==> src/rtl/sev_seg_scan.sv <==
// Multiplexed seven-segment digit scanner with a serial binary-to-BCD converter.
// A binary value is converted one bit per cycle (double dabble) and then copied
// atomically into a display register. The display register is scanned one digit
// at a time, with optional leading-zero blanking.
//
// Handshake: a transfer happens on a rising edge where in_valid=1 and
// in_ready=1; in_data is captured on that edge. in_ready is high only while the
// converter is idle. in_valid seen while busy is ignored, so the producer must
// hold its data until in_ready returns high.
module sev_seg_scan #(
  parameter int NDIG        = 4,
  parameter int DATA_W      = 14,
  parameter int REFRESH_DIV = 50000,
  parameter int LZB         = 1
) (
  input  logic              clk,
  input  logic              rst_n,
  input  logic              in_valid,
  output logic              in_ready,
  input  logic [DATA_W-1:0] in_data,
  output logic [3:0]        digit_code,
  output logic [NDIG-1:0]   digit_en,
  output logic              ovf
);

  localparam int BCD_W = 4 * NDIG;
  localparam int PS_W  = $clog2(REFRESH_DIV);
  localparam int IDX_W = (NDIG > 1) ? $clog2(NDIG) : 1;
  localparam int CNT_W = $clog2(DATA_W + 1);

  // Largest value that fits in NDIG decimal digits.
  function automatic logic [DATA_W:0] max_value();
    logic [DATA_W:0] r;
    logic [DATA_W:0] ten;
    ten = (DATA_W + 1)'(10);
    r   = (DATA_W + 1)'(1);
    for (int i = 0; i < NDIG; i++) r = r * ten;
    return r - (DATA_W + 1)'(1);
  endfunction

  localparam logic [DATA_W:0] MAX_VAL = max_value();

  localparam logic [1:0] IDLE = 2'd0;
  localparam logic [1:0] CONV = 2'd1;
  localparam logic [1:0] LOAD = 2'd2;

  logic [1:0]        state;
  logic [DATA_W-1:0] shreg;
  logic [BCD_W-1:0]  bcd;
  logic [BCD_W-1:0]  bcd_adj;
  logic [BCD_W-1:0]  bcd_next;
  logic [CNT_W-1:0]  bit_cnt;
  logic [BCD_W-1:0]  disp;
  logic [PS_W-1:0]   presc;
  logic [IDX_W-1:0]  idx;
  logic [NDIG-1:0]   blank;
  logic              zero_above;
  logic              out_of_range;

  assign in_ready     = (state == IDLE);
  assign out_of_range = ({1'b0, in_data} > MAX_VAL);

  // One double-dabble step: add 3 to every nibble >= 5, then shift in the next bit.
  always_comb begin
    bcd_adj = bcd;
    for (int i = 0; i < NDIG; i++) begin
      if (bcd[4*i +: 4] >= 4'd5) bcd_adj[4*i +: 4] = bcd[4*i +: 4] + 4'd3;
    end
    bcd_next = (bcd_adj << 1) | BCD_W'(shreg[DATA_W-1]);
  end

  // Converter FSM: accept, convert MSB first for DATA_W cycles, then load.
  always_ff @(posedge clk or negedge rst_n) begin
    if (!rst_n) begin
      state   <= IDLE;
      shreg   <= '0;
      bcd     <= '0;
      bit_cnt <= '0;
      disp    <= '0;
      ovf     <= 1'b0;
    end else begin
      case (state)
        IDLE: begin
          if (in_valid && in_ready) begin
            if (out_of_range) begin
              // Out-of-range values go straight to an all-blank display.
              disp <= '1;
              ovf  <= 1'b1;
            end else begin
              shreg   <= in_data;
              bcd     <= '0;
              bit_cnt <= '0;
              state   <= CONV;
            end
          end
        end
        CONV: begin
          bcd     <= bcd_next;
          shreg   <= shreg << 1;
          bit_cnt <= bit_cnt + CNT_W'(1);
          if (bit_cnt == CNT_W'(DATA_W - 1)) state <= LOAD;
        end
        LOAD: begin
          disp  <= bcd;
          ovf   <= 1'b0;
          state <= IDLE;
        end
        default: state <= IDLE;
      endcase
    end
  end

  // Refresh prescaler and digit index; independent of display updates.
  always_ff @(posedge clk or negedge rst_n) begin
    if (!rst_n) begin
      presc <= '0;
      idx   <= '0;
    end else if (presc == PS_W'(REFRESH_DIV - 1)) begin
      presc <= '0;
      idx   <= (idx == IDX_W'(NDIG - 1)) ? '0 : idx + IDX_W'(1);
    end else begin
      presc <= presc + PS_W'(1);
    end
  end

  // Leading-zero blanking: a digit blanks when it and every higher digit are 0.
  always_comb begin
    blank      = '0;
    zero_above = 1'b1;
    for (int i = NDIG - 1; i >= 0; i--) begin
      zero_above = zero_above && (disp[4*i +: 4] == 4'd0);
      blank[i]   = (LZB != 0) && (i != 0) && zero_above;
    end
  end

  // Digit select and code decoded from the registered index and display.
  always_comb begin
    digit_en   = '0;
    digit_code = 4'hF;
    for (int i = 0; i < NDIG; i++) begin
      if (idx == IDX_W'(i)) begin
        digit_en[i] = 1'b1;
        digit_code  = blank[i] ? 4'hF : disp[4*i +: 4];
      end
    end
  end

endmodule

==> config.mk <==
export PLATFORM = sky130hd
export DESIGN_NAME = sev_seg_scan
export DESIGN_NICKNAME = d
export VERILOG_FILES = /design/src/rtl/sev_seg_scan.sv
export SDC_FILE = /design/constraint.sdc
export NUM_CORES = 1
export LEC_CHECK = 0
export CAP_MARGIN = 25
export CORE_ASPECT_RATIO = 0.8
export CORE_MARGIN = 4
export CORE_UTILIZATION = 53
export CTS_CLUSTER_DIAMETER = 40
export DETAILED_ROUTE_END_ITERATION = 10
export GPL_TIMING_DRIVEN = 0
export HOLD_SLACK_MARGIN = 0.06
export PLACE_DENSITY = 0.82
export SYNTH_ARGS = -nofsm -noshare
export SYNTH_HDL_FRONTEND = slang
export SYNTH_SLANG_ARGS = --single-unit
==> constraint.sdc <==
create_clock -name clk -period 2 [get_ports clk]
set_input_delay 0.5 -clock clk [delete_from_list [all_inputs] [get_ports clk]]
set_output_delay 0.5 -clock clk [all_outputs]
set_load 0.01 [all_outputs]
==> run metrics <==
global-route wire length before repair 14200 microns; vias in the first global route 3046; Inserted Diodes 0; busiest grt layer met2; CP Data Required Time 1.50 ns; final setup violation count 4; most frequent cells in the layout dfrtp_1 (70), nand2_1 (50), nor2_1 (35); die span in x 102 microns; top cells by area, synth dfrtp_1 (48%), ha_1 (5.0%), nand2_1 (5.0%), nor2_1 (3.5%), a21oi_1 (3.2%); kind of critical path reg -> out; met3 usage 0.0504; CTS Hold Bufs 0; Worst Path Arrival 2.17 ns; gr ovfl total 0; EDFF count, synth 0; Final Cycle Share 1.33; Slew HR 0.408; Fill cells 543; TritonCTS clock tree done; total CTS buffers 9; number of remaining DRC errors 0; Fin Setup TNS -2.33 ns; syn nets 418; Placed Instances 499; H-tree Lvls 3; Syn Std Cell Area 3740 sq um; Post-Route WL 8200 microns; via count 3030; Max Clk Rate 375 MHz; Site Rows 27; max-cap viol count 0; RR Endpoint shreg[10]; Static Leak 1.91 nW; initial antenna violation count 0; initial core utilization 0.545; cell area power density 1260 nW/um^2; Tightest Pin Transition 0.888 ns; #FFs+latches synth 71; pin count of the biggest net entering global routing 72; # port buffers 26; initial drt markers 178; Root Buffer Master clkbuf_8; I/O Pins 27; gr usage total 0.208; status complete, but fails checks; reg-to-reg slack, setup 0.19 ns; Hold Crit Class in -> async; DP HPWL 5730 microns; Final #Nets 463; top cell type by total area after synthesis dfrtp_1; failing checks negative setup slack; die area 8470 sq um; clk_skew 0.00677 ns; most common cell after layout, fill and taps aside dfrtp_1; Final Max Tran Viols 0; peak supply drop 562 uV; Worst-path clk slew 0.08 ns; latest clock arrival within the worst-skew pair 0.35 ns; Tmin final 2.67 ns; worst-path fanout max 4; type of destination of the critical path output pin; GR Layer Usage met1 0.291; Clock Path Buffers 2; PnR worst setup slack -0.667 ns; global placer's final weighted congestion 0.909; top_reg_cell synth dfrtp_1; layout cells sized above 1 0.138; vias per std cell 5.79; RSZ-0062 raised after global routing yes; Routed Antenna Nets 0; DR pass1 iterations 4; Post-Layout Cell Count 523; crit start category register; Fin. Hold Viols 0; CORE AREA 6860 sq um; Syn Area/Cell 9.69 sq um; ys async rst share 1.00; Ys Warns 0; routed len/inst 15.7 microns; area share of the largest cell type after synthesis 0.475; Seq/Total Area, Yosys 0.475; total power 0.00553 W; Distinct cells, synth 52; cell count after synthesis 386; Layout area overhead 17.3%; clock sink total 71; FF-to-FF Start state[1]; Die Ht 83.1 microns; met2 Usage GRT 0.321; worst r2r path cells 6; hold slack 0.264 ns
==> critical path: stages, from the launching register on <==
cell and delay, ns:
dfrtp_1 0.40, nor4_2 0.30, nand2_1 0.13, buf_4 0.16
or4_4 0.41, a221oi_2 0.23, buf_2 0.17
==> repair_timing <==
item	CTS	global route
resized for setup	27	6
endpoints found under the setup margin	17	21
buffers inserted	6	2
pin swaps	2	3
==> flip-flops by register name, summed over array words and instances, names as in the netlist <==
signal   cells
bcd         16
bit_cnt      4
disp        16
idx          2
ovf          1
presc       16
shreg       14
state        2
==> where the power goes <==
group	total [W]	internal [W]	switching [W]
registers	0.00239	0.00194	0.000453
logic	0.00210	0.000984	0.00112
clock network	0.00104	0.000515	0.000528
==> worst max path at each step <==
stage,startpoint,to,cells after the start
3_3_place_gp,rst_n,presc[7],1
3_5_place_dp,idx[0],digit_code[0],7
2_1_floorplan,idx[0],digit_code[0],6
6_report,disp[8],digit_code[1],6
5_1_grt,disp[14],digit_code[1],6
4_1_cts,disp[14],digit_code[1],6
==> logic make-up after synthesis <==
group,after synthesis,share of synthesized area
AND/OR/NAND/NOR,154,0.206
multiplexers,5,0.0147
adder cells (fa/ha/maj),15,0.0502
buffers and inverters,36,0.0405
XOR/XNOR,21,0.0492
AO/OA/AOI/OAI,84,0.164
flip-flops,71,0.475
==> cell usage after synthesis, types with 4 or more instances <==
master and n:
dfrtp_1 71, nand2_1 50, nor2_1 35, a21oi_1 24, inv_1 18, nand3_1 18
ha_1 15, o21ai_1 12, xnor2_1 11, clkbuf_1 10, xor2_1 10, nand2b_1 9
o211ai_1 9, buf_2 7, or3_1 7, nor3_1 6, a22o_1 5, nor2b_1 5
a32o_1 4, mux2_2 4, o211ai_2 4, or4_1 4
==> metrics by stage <==
stage	worst slack [ns]	instance area, sq um	utilization
after detailed placement	-0.649	4130	0.602
after global placement	-2.04	4130	0.603
after floorplan	-0.0540	3760	-
after CTS	-0.663	4350	0.634
after global routing	-0.772	4390	0.640
final	-0.667	4390	0.640
==> layout make-up <==
type / count / area, sq um / area share
clock buffers: 13 / 159 / 0.0362
repair buffers: 34 / 298 / 0.0679
plain buffers: 18 / 91.3 / 0.0208
inverters: 18 / 67.6 / 0.0154
flip-flops and latches: 71 / 1780 / 0.405
multi-input cells: 279 / 1870 / 0.426
well taps: 87 / 109 / 0.0248
clock inverters: 3 / 17.5 / 0.00399
==> layer usage <==
metal  vias to the layer above  wire (microns)
li1                       1453               -
met3                        11             389
met2                        76            3890
met1                      1490            3840
met5                         -               0
met4                         0              76
No activity file was read; power rests on OpenSTA's default activity.
